--- src/rtl/mem_arbiter_pkg.sv ---
// mem_arbiter_pkg
//   Shared definitions for the memory-port arbiter: default memory geometry,
//   the arbiter FSM state encoding and a small modulo-increment helper used
//   for the round-robin pointer.
package mem_arbiter_pkg;

  localparam int MEM_BLOCK_SIZE = 128;  // data block width in bits
  localparam int MEM_ADDR_WIDTH = 10;   // block-address width

  typedef enum logic [1:0] {
    ARB_IDLE    = 2'd0,
    ARB_ACCESS  = 2'd1,
    ARB_RECOVER = 2'd2
  } arb_state_e;

  // (v + 1) mod n, for 0 <= v < n
  function automatic int wrap_inc(input int v, input int n);
    return (v + 1 >= n) ? 0 : v + 1;
  endfunction

endpackage

--- src/rtl/mem_arbiter_rr_picker.sv ---
// rr_picker
//   Combinational round-robin picker. Scans req starting at position ptr and
//   wrapping modulo N; the first set bit wins.
// Ports
//   req    in  N       request vector
//   ptr    in  IDX_W   index with highest priority this cycle
//   grant  out N       one-hot winner (all zero when no request)
//   idx    out IDX_W   winner index (0 when no request)
//   any    out 1       at least one request present
module rr_picker #(
  parameter int N     = 2,
  parameter int IDX_W = (N > 1) ? $clog2(N) : 1
) (
  input  logic [N-1:0]     req,
  input  logic [IDX_W-1:0] ptr,
  output logic [N-1:0]     grant,
  output logic [IDX_W-1:0] idx,
  output logic             any
);

  // Position k steps above p, wrapped into 0..N-1.
  function automatic logic [IDX_W-1:0] rot(input logic [IDX_W-1:0] p, input int k);
    int s;
    s = int'(p) + k;
    if (s >= N) s = s - N;
    return IDX_W'(s);
  endfunction

  always_comb begin
    idx = '0;
    any = 1'b0;
    for (int k = 0; k < N; k++) begin
      if (!any && req[rot(ptr, k)]) begin
        any = 1'b1;
        idx = rot(ptr, k);
      end
    end
  end

  for (genvar gi = 0; gi < N; gi++) begin : g_grant
    assign grant[gi] = any && (idx == IDX_W'(gi));
  end

endmodule

--- src/rtl/mem_arbiter.sv ---
// mem_arbiter
//   Shares one memory port between N requesters with round-robin priority and
//   sequences the memory's active-low Req_Low/Rdy_Low handshake. Address, data
//   and direction are latched at grant and held for the whole access.
// Ports
//   clk, rst              clock / synchronous active-high reset
//   req, req_wr           per-requester request and write flag (held until ack)
//   req_addr, req_wdata   flat per-requester address / write block
//   ack                   one-cycle one-hot completion pulse
//   rdata                 read block, updated on read completion only
//   err                   pulses with ack when the ready watchdog expired
//   busy                  high whenever the FSM is not IDLE
//   mem_Req_Low, mem_addr, mem_din, mem_Wr   memory request side
//   mem_dout, mem_Rdy_Low                    memory response side
module mem_arbiter
  import mem_arbiter_pkg::*;
#(
  parameter int N       = 2,
  parameter int ADDR_W  = MEM_ADDR_WIDTH,
  parameter int BLK_W   = MEM_BLOCK_SIZE,
  parameter int TIMEOUT = 16
) (
  input  logic                clk,
  input  logic                rst,
  input  logic [N-1:0]        req,
  input  logic [N-1:0]        req_wr,
  input  logic [N*ADDR_W-1:0] req_addr,
  input  logic [N*BLK_W-1:0]  req_wdata,
  output logic [N-1:0]        ack,
  output logic [BLK_W-1:0]    rdata,
  output logic                err,
  output logic                busy,
  output logic                mem_Req_Low,
  output logic [ADDR_W-1:0]   mem_addr,
  output logic [BLK_W-1:0]    mem_din,
  output logic                mem_Wr,
  input  logic [BLK_W-1:0]    mem_dout,
  input  logic                mem_Rdy_Low
);

  localparam int IDX_W = (N > 1) ? $clog2(N) : 1;
  localparam int CNT_W = (TIMEOUT > 0) ? $clog2(TIMEOUT + 1) : 1;
  localparam logic [CNT_W-1:0] CNT_LAST = (TIMEOUT > 0) ? CNT_W'(TIMEOUT - 1) : '0;

  arb_state_e        state_reg;
  logic [IDX_W-1:0]  rr_ptr_reg;
  logic [N-1:0]      winner_oh_reg;
  logic [CNT_W-1:0]  count_reg;
  logic [N-1:0]      ack_reg;
  logic              err_reg;
  logic [BLK_W-1:0]  rdata_reg;
  logic              mem_req_low_reg;
  logic              mem_wr_reg;
  logic [ADDR_W-1:0] mem_addr_reg;
  logic [BLK_W-1:0]  mem_din_reg;

  logic [N-1:0]      pick_grant;
  logic [IDX_W-1:0]  pick_idx;
  logic              pick_any;

  // Unpacked views of the flat request buses.
  logic [ADDR_W-1:0] addr_arr [N];
  logic [BLK_W-1:0]  wdata_arr [N];

  for (genvar gi = 0; gi < N; gi++) begin : g_unpack
    assign addr_arr[gi]  = req_addr[gi*ADDR_W +: ADDR_W];
    assign wdata_arr[gi] = req_wdata[gi*BLK_W +: BLK_W];
  end

  rr_picker #(.N(N), .IDX_W(IDX_W)) u_picker (
    .req   (req),
    .ptr   (rr_ptr_reg),
    .grant (pick_grant),
    .idx   (pick_idx),
    .any   (pick_any)
  );

  always_ff @(posedge clk) begin
    if (rst) begin
      // Start in RECOVER so a Rdy_Low left low by an interrupted access is
      // drained before the next grant.
      state_reg       <= ARB_RECOVER;
      rr_ptr_reg      <= '0;
      winner_oh_reg   <= '0;
      count_reg       <= '0;
      ack_reg         <= '0;
      err_reg         <= 1'b0;
      rdata_reg       <= '0;
      mem_req_low_reg <= 1'b1;
      mem_wr_reg      <= 1'b0;
      mem_addr_reg    <= '0;
      mem_din_reg     <= '0;
    end else begin
      ack_reg <= '0;
      err_reg <= 1'b0;
      case (state_reg)
        ARB_IDLE: begin
          if (pick_any) begin
            winner_oh_reg   <= pick_grant;
            mem_addr_reg    <= addr_arr[pick_idx];
            mem_din_reg     <= wdata_arr[pick_idx];
            mem_wr_reg      <= req_wr[pick_idx];
            mem_req_low_reg <= 1'b0;
            rr_ptr_reg      <= IDX_W'(wrap_inc(int'(pick_idx), N));
            count_reg       <= '0;
            state_reg       <= ARB_ACCESS;
          end
        end
        ARB_ACCESS: begin
          if (!mem_Rdy_Low) begin
            if (!mem_wr_reg) rdata_reg <= mem_dout;
            ack_reg         <= winner_oh_reg;
            mem_req_low_reg <= 1'b1;
            mem_wr_reg      <= 1'b0;
            state_reg       <= ARB_RECOVER;
          end else if (TIMEOUT != 0 && count_reg == CNT_LAST) begin
            // Watchdog: finish the access as failed, rdata untouched.
            ack_reg         <= winner_oh_reg;
            err_reg         <= 1'b1;
            mem_req_low_reg <= 1'b1;
            mem_wr_reg      <= 1'b0;
            state_reg       <= ARB_RECOVER;
          end else if (TIMEOUT != 0) begin
            count_reg <= count_reg + CNT_W'(1);
          end
        end
        ARB_RECOVER: begin
          // Rdy_Low lags Req_Low by a cycle; wait for it to return high so a
          // stale ready is never taken as completion of the next access.
          if (mem_Rdy_Low) state_reg <= ARB_IDLE;
        end
        default: state_reg <= ARB_RECOVER;
      endcase
    end
  end

  assign ack         = ack_reg;
  assign err         = err_reg;
  assign rdata       = rdata_reg;
  assign busy        = (state_reg != ARB_IDLE);
  assign mem_Req_Low = mem_req_low_reg;
  assign mem_Wr      = mem_wr_reg;
  assign mem_addr    = mem_addr_reg;
  assign mem_din     = mem_din_reg;

endmodule

--- config.mk ---
export PLATFORM = sky130hd
export DESIGN_NAME = mem_arbiter
export DESIGN_NICKNAME = d
export VERILOG_FILES = /design/src/rtl/mem_arbiter_pkg.sv /design/src/rtl/mem_arbiter_rr_picker.sv /design/src/rtl/mem_arbiter.sv
export SDC_FILE = /design/constraint.sdc
export NUM_CORES = 1
export LEC_CHECK = 0
export ABC_AREA = 1
export BUFFER_PORTS_ARGS = -buffer_cell sky130_fd_sc_hd__buf_2
export CORE_AREA = 2 2 265 267
export CTS_CLUSTER_DIAMETER = 120
export DETAILED_ROUTE_END_ITERATION = 12
export DIE_AREA = 0 0 267 269
export SYNTH_ARGS = -nofsm -noshare
export SYNTH_HDL_FRONTEND = slang
export SYNTH_SLANG_ARGS = --single-unit
--- constraint.sdc ---
create_clock -name clk -period 1.65 [get_ports clk]
set_input_delay 0.0825 -clock clk [delete_from_list [all_inputs] [get_ports clk]]
set_output_delay 0.0825 -clock clk [all_outputs]
set_load 0.01 [all_outputs]
Word-level counts from Yosys, hierarchy flattened:

Index checks and enable logic that the tools add are counted.

* add/subtract/negate cells: 5
* magnitude comparators: 7
* equal/unequal tests: 8
* mux-type cells: 39
* bitwise operators: 5
* reduce and logical (&&, ||, !) cells: 14

Operators by type and width (number)
* two-way mux 128 bit: 3
* two-way mux 10 bit: 3
* two-way mux 1 bit: 20
* two-way mux 5 bit: 3
* two-way mux 2 bit: 6
* case mux 5 bit (2 select lines): 1
* AND reduction 3 bit: 3
* greater-or-equal comparator 2 bit (second input constant): 3
* less-than comparator 1 x 2 -> 1 bit (second input constant): 3
* != test 2 bit (second input constant): 3
* case mux 2 bit (3 select lines): 1
* adder 5 x 1 -> 5 bit (second input constant): 1
* == test 5 x 4 -> 1 bit (second input constant): 1
* adder 1 x 1 -> 2 bit (second input constant): 2
* inverter 1 bit: 4
* case mux 1 bit (2 select lines): 2
* AND reduction 4 bit: 1
* nonzero test 2 bit: 2
* logical AND 1 bit: 3
* != test 3 bit (second input constant): 1
* OR reduction 3 bit: 1
* == test 2 x 1 -> 1 bit (second input constant): 1
* == test 2 bit (second input constant): 1
* greater-or-equal comparator 1 x 2 -> 1 bit (second input constant): 1
* 7 further kinds: 8

* register bits: 281
* bits of input ports: 411
* output and inout bits: 272
* word-level logic and storage cells: 89

Depth between registers and ports, before layout:

Gate-level depths: netlist of the first run.

* word-level depth: 12
* depth in mapped cells: 11
* mapped depth without buffers: 11

Modules after synthesis:

A second synthesis of the first run with hierarchy kept.

* cell total of the unflattened synthesis: 1712
* area total of the unflattened synthesis: 11740.0 sq um

By module, submodules not included
* mem_arbiter: instances 1, cells each 1705, area an instance 11710.0 sq um, sequential area each 5625.4 sq um
* rr_picker: instances 1, cells each 7, area an instance 30.0 sq um, sequential area each 0.0 sq um

Worst setup path after synthesis of the first run:

Ideal clock, no wire load.

* path type: register to register
* start point: register count_reg[0]
* end point: register count_reg[4]
* setup time: 116 ps
* data arrival time: 1325 ps
* required time: 1534 ps
* path slack: 209 ps
* stages on the path, launching flop included: 11
* path buffers: 0
* period minus slack after synthesis: 1441 ps
* cells stage by stage: dfxtp_1 ha_1 nand2_1 nor2_1 ha_1 nor2_1 nand2_1 nand2_1 inv_1 nor2_1 nor2_1

* word-level cells in the longest chain between the ends: 4
* elaborated cells on any way between the ends: 7
* classes of those cells: 1 x add/sub; 2 x eq/ne; 3 x mux; 1 x reduce/logical

RTL lines
* start, declared: RTL line mem_arbiter.sv:48 `logic [CNT_W-1:0] count_reg;`
* start signal, assigned: RTL line mem_arbiter.sv:124 `count_reg <= count_reg + CNT_W'(1);`
* adder 5 x 1 -> 5 bit: RTL line mem_arbiter.sv:124
* two-way mux 5 bit: RTL line mem_arbiter.sv:116 `end else if (TIMEOUT != 0 && count_reg == CNT_LAST) begin`
* two-way mux 5 bit: RTL line mem_arbiter.sv:110 `if (!mem_Rdy_Low) begin`
* case mux 5 bit (2 select lines): RTL line mem_arbiter.sv:96 `case (state_reg)`

Several ways; a longest one is shown, not always the timed one. The select of a mux whose other input is x is not followed.
A chain may end at the register's enable or synchronous reset.

Worst setup path in the final report of the first run:

* start point: register state_reg[0]
* end point: register mem_din_reg[37], in the netlist mem_din[37]

* word-level cells in the longest chain between the ends: 2

RTL lines
* start, declared: RTL line mem_arbiter.sv:45 `arb_state_e state_reg;`
* start signal, assigned: RTL line mem_arbiter.sv:82 `state_reg <= ARB_RECOVER;`
* start signal, assigned: RTL line mem_arbiter.sv:106 `state_reg <= ARB_ACCESS;`
* start signal, assigned: RTL line mem_arbiter.sv:115 `state_reg <= ARB_RECOVER;`
* zero test 2 bit: RTL line mem_arbiter.sv:96
* AND reduction 2 bit (no source line)
* end signal, assigned: RTL line mem_arbiter.sv:101 `mem_din_reg <= wdata_arr[pick_idx];`
* end, declared: RTL line mem_arbiter.sv:55 `logic [BLK_W-1:0] mem_din_reg;`

No other way between the ends.

==> results of run 1 <==
## per-stage QoR
stage          instances  total power [mW]  instance area (um2)
2_1_floorplan       1419              8.51                11100
3_3_place_gp        2999              9.86                15900
3_5_place_dp        2999              9.88                15900
4_1_cts             3470              19.1                21200
5_1_grt             3486              19.8                21400
6_report            3489              18.9                21400
## power breakdown
part	internal [mW]	switching [mW]
Sequential	7.10	0.165
Clock	5.00	3.26
Combinational	1.73	1.65
Total	13.8	5.07
## layer usage
metal	part of all wire	track usage	wire length, um
met3	0.089	0.0513	5320
met2	0.48	0.269	29000
met1	0.37	0.159	22100
met5	0.00040	0	24
met4	0.058	0.0937	3510
## worst max-delay path, delay by kind of cell, from the launching register on
kind	cells	cell delay, ns
buffers and inverters	3	0.43
AO/OA/AOI/OAI	2	0.25
AND/OR/NAND/NOR	3	0.41
flip-flops	1	0.34
## layout make-up
type | count | area, um2
antenna | 11 | 27.5
clock buffer | 51 | 1040
clock inverter | 11 | 165
fill | 7182 | 47900
inverter | 19 | 80.1
multi-input combinational | 1000 | 4790
sequential | 281 | 5630
tap | 940 | 1180
timing repair buffer | 1176 | 8470
## logic make-up after synthesis
logic type,count (synthesis),share of synthesized area
AO/OA/AOI/OAI,554,0.269
adder cells (fa/ha/maj),2,0.00225
buffers and inverters,138,0.0668
AND/OR/NAND/NOR,444,0.156
flip-flops,281,0.506
## worst min-delay path by stage
stage	start	endpoint	slack, ns	depth (start not counted)
final	req[1]	winner_oh_reg[1]$_SDFFE_PP0P_	0.06	5
after global placement	mem_dout[43]	rdata[43]$_SDFFE_PP0P_	0.32	3
after CTS	req[1]	winner_oh_reg[1]$_SDFFE_PP0P_	0.008	5
after floorplan	mem_dout[43]	rdata[43]$_SDFFE_PP0P_	0.23	2
after global routing	req[1]	winner_oh_reg[1]$_SDFFE_PP0P_	0.05	5
after detailed placement	mem_dout[50]	rdata[50]$_SDFFE_PP0P_	0.33	3
## repair_timing
action	4_1_cts	5_1_grt
hold buffers	409	0
endpoints found under the setup margin	0	20
endpoints found under the hold margin	278	0
setup buffers	0	6
gates resized for setup	0	11
## cells in the mapped netlist (all sizes together)
cell type / n
a21oi: 144
and3: 1
buf: 60
clkbuf: 59
dfxtp: 281
ha: 2
inv: 19
nand2: 161
nand3: 7
nor2: 272
nor3: 2
nor4: 1
o21ai: 408
o22ai: 2
==> parameters.txt, run 1 <==
Parameter                              Value

Status
  Status    complete, no violations

Setup path
  Beginning of the worst register-to-register path    state_reg[0]$_SDFFE_PP0P_
  Setup crit start kind    flop
  Worst-path cell chain    nor2_2 -> nand2_4 -> nor2_8 -> buf_12 -> clkbuf_16 -> buf_4 -> o21ai_0 -> o21ai_1
  Kind of end point of the critical path    flop
  Biggest cell delay along the critical path    0.34 ns
  Crit path DAT    2.00 ns
  Kind of critical path    flop to flop
  Worst r2r path cells    8
  Slowest cell on the critical path    sky130_fd_sc_hd__dfxtp_1
  Required time worst endpoint    2.12 ns
  Timing endpoint of the critical path    mem_din[37]$_SDFFE_PP0P_
  Reg2reg end    mem_din[37]$_SDFFE_PP0P_
  Worst-path maximum fanout    8
  Start point of the critical path    state_reg[0]$_SDFFE_PP0P_
  Worst-case register-to-register setup slack    0.12 ns

Die
  Number of I/O pins    683
  Die area    0.0718 mm2
  Placeable core region    0.0693 mm2
  Width of the chip    267 um
  Std cell rows    97
  Die height    269 um
  Effective utilization at floorplan    0.160

Detailed routing
  DRT Pass-1 Iters    4
  Vias after detailed routing    14500
  Overall routed net length    59900 um
  Routed wirelength normalized by instance count    17.2 um
  Count of antenna-violating nets left after detailed routing    0
  Post-DR vias/cell    4.16
  Number of DRC markers after the initial detailed-route iteration    783
  DRC Markers    0

Synth
  Nets in the synthesized netlist    1832
  Ys Warns    0
  Cell count after synthesis    1419
  Leading post-synthesis cells by cell area    sky130_fd_sc_hd__dfxtp_1 (51%), sky130_fd_sc_hd__nor2_1 (9.1%), sky130_fd_sc_hd__o21ai_0 (8.9%)
  Number of storage elements in the synthesis netlist    281
  Sequential-to-total area share from yosys stat    0.506
  Average size of a mapped cell    7.83 um2
  Post-synth cell types    27
  Cell type with the largest total area after synthesis    sky130_fd_sc_hd__dfxtp_1
  Cell area after synthesis    0.0111 mm2
  Post-synth top area share    0.506

Job
  Count of maximum capacitance violations    0

Place
  Setup slack at placement    0.0984 ns
  Final RePlAce weighted congestion    0.841
  DPL Wire Length    40500 um
  Count of buffers from port buffering    682

Finish
  Commonest cells after routing, fill and taps aside    sky130_fd_sc_hd__buf_2 (681), sky130_fd_sc_hd__dlygate4sd3_1 (409), sky130_fd_sc_hd__dfxtp_1 (279), sky130_fd_sc_hd__nor2_1 (268), sky130_fd_sc_hd__o21ai_0 (196)
  Layout cell share with drive strength beyond 1    0.354
  Final core utilization    0.309
  Synthesis-to-layout area growth    92.5%
  Most common library cell in the layout ignoring fill and taps    sky130_fd_sc_hd__buf_2
  Number of nets in the finished design    2927

STA
  Final cycle utilization of the critical path    0.928
  Worst clock skew    0.0175 ns
  Final hold violation count    0
  TNS Setup    0 ns
  Post-Route Hold Slack    0.0593 ns
  Min cycle time layout    1.53 ns
  Max Slew Vio Count    0
  Min setup slack post-route    0.118 ns
  Final count of negative-setup-slack endpoints    0
  Max-Slew Margin vs Limit    0.720
  Peak clock frequency supported by timing    0.653 GHz
  Unrepaired setup endpoints after global routing    yes
  Worst-margin pin slew    0.420 ns

GRT
  Antenna violations before repair    13
  GR Util All Layers    0.153
  Vias in the first global route    14700
  Global-route wire length before repair    84200 um
  Gr ovfl total    0
  Largest net degree at the start of global routing    102

Clock tree
  Source-to-sink clock delay at the later pin of the worst-skew pair    0.55 ns
  CTS tree    yes
  Sinks on the clock net    281
  Number of levels the H-tree was split into    2
  Number of buffers on the longest clock path    3
  Buffer cell driving the clock tree root    sky130_fd_sc_hd__clkbuf_16
  Number of CTS-inserted buffers    36
  Clock transition at path regs    0.06 ns

Min path
  Hold/Removal Path Class    input port to flop

Power
  Pwr/cell area    884 mW/mm2
  Worst vdd rail ir drop    0.000803 V
  Standby leakage power    9.55 nW
Note: power is estimated with default switching activity, not from simulation.
==> run 2: changes to the inputs <==
==> constraint.sdc (replaced) <==
create_clock -name clk -period 1.65 [get_ports clk]
set_input_delay 0.165 -clock clk [delete_from_list [all_inputs] [get_ports clk]]
set_output_delay 0.165 -clock clk [all_outputs]
set_load 0.01 [all_outputs]
==> parameters.txt, run 2 (synthesis gave the netlist of run 1 again) <==
Parameter                              Value

Status
  Status    complete, no violations

STA
  Max Slew Vio Count    0 (unchanged)
  Worst clock skew    0.0175 ns (-0.0000694 ns)
  Min setup slack post-route    0.0602 ns (-0.0583 ns)
  Peak clock frequency supported by timing    0.629 GHz (-3.7%)
  TNS Setup    0 ns (unchanged)
  Min cycle time layout    1.59 ns (+0.0583 ns)
  Final cycle utilization of the critical path    0.964 (+0.0353)
  Worst-margin pin slew    0.413 ns (-0.00638 ns)
  Final hold violation count    0 (unchanged)
  Max-Slew Margin vs Limit    0.721 (+0.00134)
  Post-Route Hold Slack    0.0437 ns (-0.0157 ns)
  Final count of negative-setup-slack endpoints    0 (unchanged)
  Unrepaired setup endpoints after global routing    yes

Setup path
  Worst-path cell chain    nor2_2 -> nand2_4 -> nor2_8 -> buf_12 -> clkbuf_16 -> buf_4 -> o21ai_1 -> o21ai_2
  Crit path DAT    2.07 ns (+0.07 ns)
  Slowest cell on the critical path    sky130_fd_sc_hd__dfxtp_2
  Kind of end point of the critical path    flop
  Worst-path maximum fanout    11 (+3)
  Kind of critical path    flop to flop
  Required time worst endpoint    2.13 ns (about the same)
  Setup crit start kind    flop
  Biggest cell delay along the critical path    0.34 ns (about the same)

Detailed routing
  Routed wirelength normalized by instance count    17.0 um (-0.96%)
  DRT Pass-1 Iters    8 (+4)
  Detailed-routing wirelength on met1    22000 um (-0.38%)
  Post-DR vias/cell    4.14 (-0.42%)
  Vias after detailed routing    14400 (-0.62%)
  DRC Markers    0 (unchanged)
  Detailed-routed wire length on met2    28500 um (-1.7%)
  Metal3 WL    5240 um (-1.5%)
  Highest metal layer with signal wires    met5
  Count of antenna-violating nets left after detailed routing    0 (unchanged)
  Overall routed net length    59200 um (-1.2%)
  Number of DRC markers after the initial detailed-route iteration    745 (-4.9%)

Finish
  Non-filler cells in the finished layout    3482 (-0.20%)
  Layout cell share with drive strength beyond 1    0.352 (-0.00190)
  Most common library cell in the layout ignoring fill and taps    sky130_fd_sc_hd__buf_2
  Number of nets in the finished design    2917 (-0.34%)
  Synthesis-to-layout area growth    92.0%
  Layout filler cell count    7200 (+0.25%)
  Commonest cells after routing, fill and taps aside    sky130_fd_sc_hd__buf_2 (681), sky130_fd_sc_hd__dlygate4sd3_1 (403), sky130_fd_sc_hd__dfxtp_1 (280), sky130_fd_sc_hd__nor2_1 (268), sky130_fd_sc_hd__o21ai_0 (194)

GRT
  GR Util All Layers    0.150 (-0.00338)
  Largest net degree at the start of global routing    76 (-25%)
  Vias in the first global route    14200 (-2.9%)
  Gr ovfl total    0 (unchanged)
  Antenna violations before repair    23 (+10)
  Global-route wire length before repair    82200 um (-2.3%)

Clock tree
  Number of buffers on the longest clock path    3 (unchanged)
  CTS tree    yes
  Number of CTS-inserted buffers    37 (+2.8%)
  Sinks on the clock net    281 (unchanged)
  Number of levels the H-tree was split into    2 (unchanged)
  Buffer cell driving the clock tree root    sky130_fd_sc_hd__clkbuf_16
  Source-to-sink clock delay at the later pin of the worst-skew pair    0.55 ns (about the same)
  Clock transition at path regs    0.06 ns (about the same)

Place
  Setup slack at placement    -0.0123 ns (-0.111 ns)
  DPL Wire Length    40400 um (-0.33%)
  Final RePlAce weighted congestion    0.807 (-4.1%)
  Placed cell count    2997 (-0.067%)
  Count of buffers from port buffering    682 (unchanged)

Die
  Placeable core region    0.0693 mm2 (unchanged)
  Std cell rows    97 (unchanged)
  Die area    0.0718 mm2 (unchanged)
  Width of the chip    267 um (unchanged)
  Number of I/O pins    683 (unchanged)
  Die height    269 um (unchanged)
  Effective utilization at floorplan    0.160 (unchanged)

Job
  Count of maximum capacitance violations    0 (unchanged)

Power
  Worst vdd rail ir drop    0.000717 V (-11%)
  Standby leakage power    9.51 nW (-0.40%)
  Pwr/cell area    874 mW/mm2 (-1.2%)

Min path
  Hold/Removal Path Class    input port to flop
-- run 2: cell type report --
| cell class | count | area [um2] | share of cell area |
|---|---|---|---|
| flip-flops and latches | 281 | 5630 | 0.264 |
| repair buffers | 1165 | 8450 | 0.396 |
| well taps | 940 | 1180 | 0.0551 |
| clock inverters | 13 | 145 | 0.00680 |
| diodes | 13 | 32.5 | 0.00152 |
| multi-input cells | 1000 | 4780 | 0.224 |
| clock buffers | 51 | 1040 | 0.0487 |
| inverters | 19 | 80.1 | 0.00375 |
-- run 2: what timing repair did --
action | in CTS | in global routing
gates cloned | 0 | 4
endpoints found under the setup margin | 1 | 22
gates resized for setup | 1 | 10
pin swaps | 0 | 2
endpoints found under the hold margin | 272 | 0
hold buffers | 403 | 0
setup buffers | 0 | 1
-- run 2: final timing paths --
kind	start	endpoint	slack, ns	depth (start not counted)
max	state_reg[0]$_SDFFE_PP0P_	mem_din[57]$_SDFFE_PP0P_	0.06	8
max reg2reg	state_reg[0]$_SDFFE_PP0P_	mem_din[57]$_SDFFE_PP0P_	0.06	8
min reg2reg	mem_din[27]$_SDFFE_PP0P_	mem_din[27]$_SDFFE_PP0P_	0.45	2
min	req_wdata[5]	mem_din[5]$_SDFFE_PP0P_	0.04	4
-- run 2: metrics by stage --
stage / total power, mW / utilization / instance area [um2]
2_1_floorplan: 8.51 / - / 11100
3_3_place_gp: 9.85 / 0.230 / 15900
3_5_place_dp: 9.87 / 0.230 / 15900
4_1_cts: 18.9 / 0.305 / 21200
5_1_grt: 19.5 / 0.308 / 21300
6_report: 18.6 / 0.308 / 21300
-- run 2: metal layers --
| metal | GRT usage | vias to the layer above |
|---|---|---|
| met3 | 0.0477 | 156 |
| met2 | 0.268 | 742 |
| met5 | 0 | - |
| met1 | 0.154 | 6560 |
| li1 | - | 6958 |
| met4 | 0.0856 | 4 |
-- run 2: worst max-delay path: cells and delay by family, from the launching register on --
| kind | cells | cell delay, ns |
|---|---|---|
| AOI/OAI and AO/OA | 2 | 0.23 |
| DFF | 1 | 0.34 |
| buffers and inverters | 3 | 0.46 |
| and+or+nand+nor | 3 | 0.50 |
-- run 2: power breakdown --
part / total [mW] / switching, mW / internal (mW)
combinational: 3.35 / 1.63 / 1.72
clock: 8.03 / 3.29 / 4.73
sequential: 7.27 / 0.167 / 7.10
total: 18.6 / 5.09 / 13.6
